### config.mk
export PLATFORM = sky130hd
export DESIGN_NAME = p405s_itlb_refill_ctl_flat
export DESIGN_NICKNAME = d
export VERILOG_FILES = /design/src/rtl/p405s_itlb_ctl_pkg.sv /design/src/rtl/p405s_itlb_refill_ctl_if.sv /design/src/rtl/p405s_itlb_victim_sel.sv /design/src/rtl/p405s_itlb_refill_ctl.sv /design/src/flat_wrapper.sv
export SDC_FILE = /design/constraint.sdc
export NUM_CORES = 1
export LEC_CHECK = 0
export ABC_AREA = 1
export CORE_AREA = 2 2 39 41
export DETAILED_ROUTE_END_ITERATION = 10
export DIE_AREA = 0 0 41 43
export DONT_BUFFER_PORTS = 1
export HOLD_SLACK_MARGIN = 0.08
export PLACE_DENSITY = 0.74
export SYNTH_ARGS = -nofsm -noshare
export SYNTH_HDL_FRONTEND = slang
export SYNTH_SLANG_ARGS = --single-unit
### constraint.sdc
create_clock -name CB -period 1.1 [get_ports CB]
set_clock_uncertainty 0.15 [all_clocks]
set_input_delay 0.11 -clock CB [delete_from_list [all_inputs] [get_ports CB]]
set_output_delay 0.11 -clock CB [all_outputs]
set_load 0.05 [all_outputs]
### src/rtl/p405s_itlb_ctl_pkg.sv
// p405s_itlb_ctl_pkg: refill FSM state type and default shadow ITLB depth
package p405s_itlb_ctl_pkg;
  localparam int ITLB_NUM_WORDS = 4;
  typedef enum logic [2:0] {IDLE, REQ, WAIT, WRITE, DRAIN} itlb_state_t;
endpackage

### src/rtl/p405s_itlb_refill_ctl_if.sv
// p405s_itlb_refill_ctl_if: UTLB refill request/grant/done handshake
interface p405s_itlb_refill_ctl_if;
  logic utlbReq;
  logic utlbGnt;
  logic utlbDone;
  logic utlbHit;
  modport master (output utlbReq, input utlbGnt, utlbDone, utlbHit);
  modport slave (input utlbReq, output utlbGnt, utlbDone, utlbHit);
endinterface

### src/rtl/p405s_itlb_victim_sel.sv
// p405s_itlb_victim_sel: round-robin victim pointer, lowest invalid word first under P405S_ITLB_INV_FIRST_EN
module p405s_itlb_victim_sel import p405s_itlb_ctl_pkg::*; #(
  parameter int NUM_WORDS = ITLB_NUM_WORDS,
  localparam int IW = $clog2(NUM_WORDS)
) (
  input  logic                 CB,
  input  logic                 Reset_N,
  input  logic [NUM_WORDS-1:0] wordValid,
  input  logic                 sample,
  input  logic                 advance,
  output logic [IW-1:0]        victim
);
  logic [IW-1:0] ptr;
`ifdef P405S_ITLB_INV_FIRST_EN
  logic [IW-1:0] first_inv;
  logic any_inv, use_rr;
  always_comb begin
    first_inv = '0;
    any_inv = 1'b0;
    for (int i = NUM_WORDS - 1; i >= 0; i--) begin
      if (!wordValid[i]) begin
        first_inv = IW'(i);
        any_inv = 1'b1;
      end
    end
  end
  always_ff @(posedge CB or negedge Reset_N) begin
    if (!Reset_N) begin
      ptr <= '0;
      victim <= '0;
      use_rr <= 1'b0;
    end else begin
      if (sample) begin
        victim <= any_inv ? first_inv : ptr;
        use_rr <= !any_inv;
      end
      if (advance && use_rr) ptr <= ptr + IW'(1);
    end
  end
`else
  logic unused_sel;
  assign unused_sel = ^{wordValid, sample};
  always_ff @(posedge CB or negedge Reset_N) begin
    if (!Reset_N) ptr <= '0;
    else if (advance) ptr <= ptr + IW'(1);
  end
  assign victim = ptr;
`endif
endmodule

### src/rtl/p405s_itlb_refill_ctl.sv
// p405s_itlb_refill_ctl: ITLB miss refill sequencer with flash invalidate; P405S_ITLB_INV_FIRST_EN enables invalid-first victim choice
module p405s_itlb_refill_ctl import p405s_itlb_ctl_pkg::*; #(
  parameter int NUM_WORDS = ITLB_NUM_WORDS
) (
  input  logic                   CB,
  input  logic                   Reset_N,
  input  logic                   isMiss,
  input  logic                   isFetchVal,
  input  logic                   isAbort_N,
  input  logic [NUM_WORDS-1:0]   wordValid,
  input  logic                   invalAll,
  p405s_itlb_refill_ctl_if.master utlb,
  output logic [NUM_WORDS-1:0]   WordSel_N,
  output logic                   writeShadow,
  output logic                   invalidate,
  output logic                   refillBusy,
  output logic                   itlbMissExc
);
  itlb_state_t state, state_nxt;
  logic [$clog2(NUM_WORDS)-1:0] victim;
  logic inv_pend, inv_issue, miss_exc, req_q;
  p405s_itlb_victim_sel #(.NUM_WORDS(NUM_WORDS)) u_victim (
    .CB(CB),
    .Reset_N(Reset_N),
    .wordValid(wordValid),
    .sample(state == WAIT),
    .advance(state == WRITE),
    .victim(victim)
  );
  always_comb begin
    state_nxt = state;
    inv_issue = 1'b0;
    miss_exc = 1'b0;
    case (state)
      IDLE: begin
        inv_issue = invalAll | inv_pend;
        state_nxt = (!inv_issue && isMiss && isFetchVal && isAbort_N) ? REQ : IDLE;
      end
      REQ: state_nxt = (req_q && utlb.utlbGnt) ? (isAbort_N ? WAIT : DRAIN) : (isAbort_N ? REQ : IDLE);
      WAIT: begin
        miss_exc = utlb.utlbDone && !utlb.utlbHit && isAbort_N;
        state_nxt = utlb.utlbDone ? ((utlb.utlbHit && isAbort_N) ? WRITE : IDLE) : (isAbort_N ? WAIT : DRAIN);
      end
      WRITE: state_nxt = IDLE;
      DRAIN: state_nxt = utlb.utlbDone ? IDLE : DRAIN;
      default: state_nxt = IDLE;
    endcase
  end
  always_ff @(posedge CB or negedge Reset_N) begin
    if (!Reset_N) begin
      state <= IDLE;
      inv_pend <= 1'b0;
      req_q <= 1'b0;
      WordSel_N <= '1;
      writeShadow <= 1'b0;
      invalidate <= 1'b0;
      refillBusy <= 1'b0;
      itlbMissExc <= 1'b0;
    end else begin
      state <= state_nxt;
      inv_pend <= (state == IDLE) ? 1'b0 : (inv_pend | invalAll);
      req_q <= (state == REQ) && isAbort_N && !(req_q && utlb.utlbGnt);
      WordSel_N <= (state == WRITE) ? ~(NUM_WORDS'(1) << victim) : '1;
      writeShadow <= state == WRITE;
      invalidate <= inv_issue;
      refillBusy <= state != IDLE;
      itlbMissExc <= miss_exc;
    end
  end
  assign utlb.utlbReq = req_q;
endmodule
### src/flat_wrapper.sv
// flat-port wrapper written by rule: the top's interface ports become plain ports
module p405s_itlb_refill_ctl_flat import p405s_itlb_ctl_pkg::*;
#(
  parameter int NUM_WORDS = ITLB_NUM_WORDS
)
  (CB, Reset_N, isMiss, isFetchVal, isAbort_N, wordValid, invalAll, WordSel_N, writeShadow, invalidate, refillBusy, itlbMissExc, utlb_utlbReq, utlb_utlbGnt, utlb_utlbDone, utlb_utlbHit);
  p405s_itlb_refill_ctl_if utlb_i ();
  input  logic CB;
  input  logic Reset_N;
  input  logic isMiss;
  input  logic isFetchVal;
  input  logic isAbort_N;
  input  logic [NUM_WORDS-1:0] wordValid;
  input  logic invalAll;
  output logic [NUM_WORDS-1:0] WordSel_N;
  output logic writeShadow;
  output logic invalidate;
  output logic refillBusy;
  output logic itlbMissExc;
  output wire logic [$bits(utlb_i.utlbReq)-1:0] utlb_utlbReq;
  input wire logic [$bits(utlb_i.utlbGnt)-1:0] utlb_utlbGnt;
  input wire logic [$bits(utlb_i.utlbDone)-1:0] utlb_utlbDone;
  input wire logic [$bits(utlb_i.utlbHit)-1:0] utlb_utlbHit;
  assign utlb_utlbReq = utlb_i.utlbReq;
  assign utlb_i.utlbGnt = utlb_utlbGnt;
  assign utlb_i.utlbDone = utlb_utlbDone;
  assign utlb_i.utlbHit = utlb_utlbHit;
  p405s_itlb_refill_ctl #(.NUM_WORDS(NUM_WORDS)) u_core (.CB(CB), .Reset_N(Reset_N), .isMiss(isMiss), .isFetchVal(isFetchVal), .isAbort_N(isAbort_N), .wordValid(wordValid), .invalAll(invalAll), .utlb(utlb_i), .WordSel_N(WordSel_N), .writeShadow(writeShadow), .invalidate(invalidate), .refillBusy(refillBusy), .itlbMissExc(itlbMissExc));
endmodule
Word-level counts from Yosys, hierarchy flattened
Cells that the tools add are included.
{ "word_totals": {"out_inout_bits": 9, "in_bits": 13, "register_bits": 15} }
{ "op_classes": {"bitwise_logic": 2, "n_reduce_logical": 14, "addsub": 1, "shift": 1, "eq_ne": 4, "muxes": 12} }
{ "ops": {"columns": ["operator", "n"], "rows": [
  ["$mux W3", 4],
  ["$pmux W3 S4", 1],
  ["$logic_and A1 B1 Y1", 9],
  ["$eq A3 B2 Y1 const B", 2],
  ["$mux W1", 5],
  ["$mux W4", 1],
  ["$not A4 Y4", 1],
  ["$shl A1 B2 Y4 const A", 1],
  ["$eq A3 B1 Y1 const B", 1],
  ["$eq A3 B3 Y1 const B", 1],
  ["$logic_not A1 Y1", 3],
  ["$logic_not A3 Y1", 1],
  ["$reduce_bool A3 Y1", 1],
  ["$add A2 B1 Y2 const B", 1],
  ["$mux W2", 1],
  ["$or A1 B1 Y1", 1]
]} }

Logic depth before layout (Yosys ltp)
Gate-level depths: netlist of the first run.
{ "logic_depth": {"depth_word": 7, "ltp_mapped": 5} }

Hierarchy
Synthesis of the first run repeated with hierarchy kept, for this count alone.
{ "unflattened": {"cells_unflattened": 67, "hier_area_um2": 634.4} }
{ "by_module_without_submodules": {"columns": ["module", "n_inst", "cells_per_inst", "area_per_inst_um2", "seq_area_each_um2"], "rows": [
  ["p405s_itlb_refill_ctl", 1, 57, 550.5, 330.3],
  ["p405s_itlb_victim_sel", 1, 10, 83.8, 50.0]
]} }

Worst setup path after synthesis of the first run
OpenSTA, ideal clock, no wires.
{ "synth_path": {"path_type": "register to register", "from": "register u_core.req_q (netlist: u_core.utlb.utlbReq)", "to": "register u_core.state[0]", "t_arrival_ns": 0.903, "period_less_slack_ns": 1.178, "slack_ns": -0.078, "stages_incl_launch_ff": 4, "required_ns": 0.825, "path_cell_list": "dfrtp_1 nand2_1 nand3_1 nand3_1"} }
{ "synth_between": {"elab_chain_len": 3} }
{ "synth_lines": {"columns": ["item", "line_no", "text"], "rows": [
  ["start: declaration", "p405s_itlb_refill_ctl.sv:21", "logic inv_pend, inv_issue, miss_exc, req_q;"],
  ["start signal: assignment", "p405s_itlb_refill_ctl.sv:62", "req_q <= (state == REQ) && isAbort_N && !(req_q && utlb.utlbGnt);"],
  ["$logic_and A1 B1 Y1", "p405s_itlb_refill_ctl.sv:39", "REQ: state_nxt = (req_q && utlb.utlbGnt) ? (isAbort_N ? WAIT : DRAIN) : (isAbort_N ? REQ : IDLE);"],
  ["$mux W3", "p405s_itlb_refill_ctl.sv:39", null],
  ["$pmux W3 S4", "p405s_itlb_refill_ctl.sv:34", "case (state)"],
  ["net u_core.state_nxt[0]", "p405s_itlb_refill_ctl.sv:19", "itlb_state_t state, state_nxt;"],
  ["end signal: assignment", "p405s_itlb_refill_ctl.sv:60", "state <= state_nxt;"],
  ["end: declaration", "p405s_itlb_refill_ctl.sv:19", null]
]} }
The timed path passes the listed nets, and every way through them passes these cells.
A chain may end at the register's enable or synchronous reset.

Worst setup path in the final report of the first run
{ "layout_path": {"from": "register u_core.WordSel_N[1]", "to": "output WordSel_N[1]"} }
{ "layout_lines": {"columns": ["item", "line_no", "text"], "rows": [
  ["start: declaration", "p405s_itlb_refill_ctl.sv:13", "output logic [NUM_WORDS-1:0] WordSel_N,"],
  ["start signal: assignment", "p405s_itlb_refill_ctl.sv:63", "WordSel_N <= (state == WRITE) ? ~(NUM_WORDS'(1) << victim) : '1;"],
  ["end: declaration", "flat_wrapper.sv:15", "output logic [NUM_WORDS-1:0] WordSel_N;"]
]} }
No word-level cell between the ends.

==> impl_results.md, run 1 <==
* Switching Share at 26.38%
* Cell Pwr Density at 1069 nW/um^2
* CP Data Arrival Time at 0.98 ns
* Minimum clock period after layout at 1.237 ns
* Die area at 1763 sq um
* Num CTS Buffers at 3
* Max Root-Sink Buffers at 2
* Synthesized area per cell at 10.13 sq um
* Routed via count at 520
* Sequential fraction of the synthesis area at 57.79%
* Number of port buffers at 0
* Worst Setup Start Kind: flip-flop
* Worst setup margin at -0.1369 ns
* Row cnt at 14
* Worst-Skew Late Latency at 0.28 ns
* Leading area contributor after synthesis: dfrtp_1
* Die W at 41 um
* Sink Count at 15
* Seq pwr share at 55.8%
* Maximum fanout along the worst path at 1
* Fmax at 808.5 MHz
* Core Area at 1384 sq um
* Gate Count Post-Synth at 65
* Setup TNS at -0.7119 ns
* Rel. slew slack at 56.29%
* Most frequent cells in the layout: inv_1 (8), nand2_1 (8), dfrtp_1 (8)
* Worst-Margin Slew at 0.6535 ns
* Worst vdd ir at 0.0004749 V
* Setup Crit Path Kind: flip-flop to primary output
* Drc violations at 0
* Initial DRC Count at 18
* Routed WL at 1.396 mm
* Worst EP required at 0.84 ns
* Largest register FFs at 4
* N_diodes at 0
* Max-cap violation count at 0
* Final hold vios at 0
* Clk pwr share at 30.8%
* Wire per inst at 13.42 um
* I/O pin total at 22
* Root Driver: clkbuf_4
* RSZ-0062 raised after global routing: yes
* Failing checks: setup timing
* HP Class: input port to async pin
* Final worst path period share at 112.4%
* Net count, final at 106
* Final GP Congestion at 0.7296
* Slew Limit Fails at 0
* Top flop regs: u_core.WordSel_N (4), u_core.state (3), u_core.u_victim.victim (2)
* Final core occ at 69.98%
* Synthesized Nets at 82
* Synth cell types at 18
* Vias in the first global route at 544
* Crit path capture type: primary output
* P&R area growth vs syn at 47.15%
* Die height at 43 um
* Reg clk slew, reported paths at 0.09 ns
* Final setup violation count at 10
* Layout filler cell count at 90
* Yosys top cell area share at 41.83%
* GRT overflow at 0
* CTS tree: yes
* Sw power at 0.0002729 W
* Top cells by area, synth: dfrtp_1 (42%), dfstp_2 (16%), ha_1 (7.6%)
* Comb pwr share at 13.4%
* First-pass GRT wire length at 2.380 mm
* Layout cell share with drive strength beyond 1 at 46.59%
* Internal power at 0.0007618 W
* Warnings from Yosys at 0
* Status: finished with violations
* Biggest register: u_core.WordSel_N
* Starting Density at 47.56%
* Initial antenna violation count at 0
* H-tree depth at 1
* DP Wirelength at 783 um
* Leak at 0.4698 nW
* Largest net degree at the start of global routing at 16
* #FFs+latches synth at 15
* Total GRT Usage at 21.00%
* Drt pass-1 iters at 4
* Post-route ant nets at 0
* Vias/cell at 5.000
* Post-Syn Area at 658.1 sq um
==> Yosys cell counts <==
cell / count
clkinv_4: 1
dfrtp_1: 11
dfstp_2: 4
ha_1: 4
inv_1: 9
inv_2: 2
nand2_1: 10
nand2_2: 2
nand3_1: 8
nand3_2: 1
nand4_1: 1
nor2_1: 5
nor2_2: 2
nor4_2: 1
o21ai_0: 1
o21ai_1: 1
o21ai_2: 1
xor2_1: 1
==> cell type report <==
type | count | area (sq um) | share of cell area (%)
clock buffer | 4 | 26.28 | 2.713
inverter | 12 | 50.05 | 5.168
multi-input combinational | 38 | 300.3 | 31.01
sequential | 15 | 384.1 | 39.66
tap | 16 | 20.02 | 2.067
timing repair buffer | 19 | 187.7 | 19.38
==> what timing repair did <==
item	CTS	global route
hold buffers	8	0
setup endpoints to repair	9	15
pin swaps	5	5
setup buffers	3	0
endpoints found under the hold margin	22	0
gates resized for setup	9	15
==> kinds of logic after synthesis <==
family | share of synthesized area, %
adders and majority gates | 7.605
DFF | 57.79
xor gates and xnor gates | 1.331
buffers and inverters | 7.605
and+or+nand+nor | 22.81
AOI/OAI and AO/OA | 2.850
==> path summary, 6_finish.rpt <==
kind	from	to	slack, ns	cells after the start
setup reg to reg	u_core.state[2]	u_core.state[0]	-0.07	5
min in group CB	isAbort_N	u_core.state[1]	0.16	3
hold / removal	Reset_N	u_core.state[2]	0.14	1
max in group asynchronous	Reset_N	u_core.state[0]	0.20	1
setup / recovery	u_core.WordSel_N[1]	WordSel_N[1]	-0.14	0
hold reg to reg	u_core.inv_pend	u_core.inv_pend	0.46	4
==> layer usage <==
layer  GRT usage, %  share of wire (%)  vias to the layer above
met5              0                  0                        -
met4          12.00                3.2                        0
met3          3.141                3.9                        7
met2          35.31                 55                       18
met1          23.31                 38                      243
li1               -                  -                      252
==> power by group through the flow <==
stage | Clock, W | Combinational, W | Sequential (W)
finish | 0.000319 | 0.000138 | 0.000578
global route | 0.000354 | 0.000153 | 0.000580
CTS | 0.000312 | 0.000128 | 0.000574
detailed placement | 0 | 0.0000839 | 0.000582
global placement | 0 | 0.0000816 | 0.000581
floorplan | 0 | 0.0000333 | 0.000609
==> through the flow <==
stage	std cells	power (W)	setup WS [ns]	hold slack, ns	area, sq um
after floorplan	65	0.0006426	0.005856	-0.3356	659.4
after global placement	89	0.0006630	0.01345	-0.3354	739.5
after detailed placement	89	0.0006658	-0.03067	-0.3354	739.5
after CTS	104	0.001013	-0.1395	0.1611	898.4
after global routing	104	0.001087	-0.1686	0.1690	968.4
final	104	0.001035	-0.1369	0.1396	968.4
Note: power is estimated with default switching activity, not from simulation.
==> inputs of run 2 (changes only) <==
Settings changed: PLACE_DENSITY 0.74 to 0.71.
Clock period 1.1 ns to 1.4 ns, I/O delays scaled along.
==> impl_results.md, run 2 (synthesized netlist as in run 1, its figures left out) <==
* Most common cell after layout, fill and taps aside: dfrtp_1
* Sw power at 0.0002090 W (-23%)
* Die W at 41 um (unchanged)
* Total GRT Usage at 16.31% (-4.7 points)
* Total power at 0.0007850 W (-24%)
* Clk pwr share at 32.2% (+1.4 points)
* RSZ-0062 raised after global routing: no
* Worst-Margin Slew at 0.6725 ns (+0.01898 ns)
* Slew Limit Fails at 0 (unchanged)
* Placed Area at 685.7 sq um (-7.3%)
* Fmax at 785.9 MHz
* Num CTS Buffers at 3 (unchanged)
* Post-CTS Setup Bufs at 0 (-3)
* CP Data Arrival Time at 0.98 ns (about the same)
* Leak at 0.3893 nW (-17%)
* Setup Crit Path Kind: flip-flop to primary output
* Cell Pwr Density at 989.6 nW/um^2 (-7.4%)
* Wire per inst at 11.09 um (-17%)
* Max-cap violation count at 0 (unchanged)
* Worst vdd ir at 0.0004594 V (-3.3%)
* I/O pin total at 22 (unchanged)
* N_diodes at 0 (unchanged)
* Die area at 1763 sq um (unchanged)
* Sink Count at 15 (unchanged)
* Reg clk slew, reported paths at 0.09 ns (about the same)
* Routed WL at 1.042 mm (-25%)
* Final core occ at 57.32% (-13 points)
* Drt pass-1 iters at 4 (unchanged)
* CTS tree: yes
* Status: complete, no violations
* First-pass GRT wire length at 1.876 mm (-21%)
* Largest register FFs at 4 (unchanged)
* Setup TNS at 0 ns (+0.7119 ns)
* Switching Share at 26.63% (+0.25 points)
* Initial antenna violation count at 0 (unchanged)
* GRT overflow at 0 (unchanged)
* Seq pwr share at 59.6% (+3.8 points)
* Number of port buffers at 0 (unchanged)
* Core Area at 1384 sq um (unchanged)
* Final setup violation count at 0 (-10)
* Drc violations at 0 (unchanged)
* Layout cell share with drive strength beyond 1 at 24.36% (-22 points)
* Final worst path period share at 90.89%
* HP Class: input port to async pin
* Design Area, Final at 793.3 sq um (-18%)
* Vias in the first global route at 454 (-17%)
* Max Root-Sink Buffers at 2 (unchanged)
* Post-route ant nets at 0 (unchanged)
* Top flop regs: u_core.WordSel_N (4), u_core.state (3), u_core.u_victim.victim (2)
* Final hold vios at 0 (unchanged)
* Most frequent cells in the layout: dfrtp_1 (11), nand2_1 (10), inv_1 (9)
* Initial DRC Count at 9 (-9)
* Minimum clock period after layout at 1.272 ns
* Worst EP required at 1.11 ns (+0.27 ns)
* Biggest register: u_core.WordSel_N
* Routed via count at 457 (-12%)
* CTS resizes at 0 (-9)
* Starting Density at 47.56% (unchanged)
* Comb pwr share at 8.2% (-5.2 points)
* Count of hold-fix buffers inserted at cts at 8 (unchanged)
* Worst Setup Start Kind: flip-flop
* H-tree depth at 1 (unchanged)
* Vias/cell at 4.862 (-2.8%)
* Maximum fanout along the worst path at 1 (unchanged)
* DP Wirelength at 693.2 um (-11%)
* Rel. slew slack at 55.02% (-1.3 points)
* Row cnt at 14 (unchanged)
* Largest net degree at the start of global routing at 16 (unchanged)
* Crit path capture type: primary output
* P&R area growth vs syn at 20.53%
* Internal power at 0.0005760 W (-24%)
* Net count, final at 96 (-9.4%)
* Final GP Congestion at 0.7366 (+0.96%)
* Die height at 43 um (unchanged)
* Root Driver: clkbuf_4
* Worst-Skew Late Latency at 0.29 ns (about the same)
==> run 2: power groups by stage <==
stage,Sequential (W),Clock (W),Combinational (W)
floorplan,0.000479,0,0.0000261
global placement,0.000475,0,0.0000353
detailed placement,0.000476,0,0.0000361
CTS,0.000467,0.000265,0.0000647
global route,0.000470,0.000279,0.0000740
finish,0.000468,0.000253,0.0000648
==> run 2: worst paths after layout <==
kind | from | to | slack (ns) | depth (start not counted)
max in group asynchronous | Reset_N | u_core.itlbMissExc | 0.50 | 1
min reg2reg | u_core.u_victim.victim[1] | u_core.WordSel_N[2] | 0.42 | 2
max | u_core.WordSel_N[2] | WordSel_N[2] | 0.13 | 0
min | Reset_N | u_core.u_victim.victim[0] | 0.17 | 1
min in group CB | utlb_utlbHit | u_core.itlbMissExc | 0.37 | 2
max reg2reg | u_core.state[1] | u_core.state[0] | 0.24 | 5
==> run 2: final cells by class <==
class                   instances  area [sq um]
fillers                       124         590.6
flip-flops and latches         15         380.4
inverters                      12         50.05
clock buffers                   3         22.52
well taps                      16         20.02
repair buffers                  9         87.58
multi-input cells              38         227.7
clock inverters                 1         5.005
==> run 2: metal layers <==
layer	vias to the layer above	track usage, %	part of all wire [%]
li1	226	-	-
met1	207	19.59	42
met2	19	22.50	51
met3	5	5.236	4.2
met4	0	13.33	3.2
met5	-	0	0
==> run 2: metrics by stage <==
step	cells	hold slack, ns	worst slack (ns)
3_5_place_dp	82	-0.3054	0.2541
6_report	94	0.1700	0.1275
2_1_floorplan	65	-0.3056	0.2220
3_3_place_gp	82	-0.3054	0.2754
4_1_cts	94	0.1763	0.1123
5_1_grt	94	0.2119	0.09313
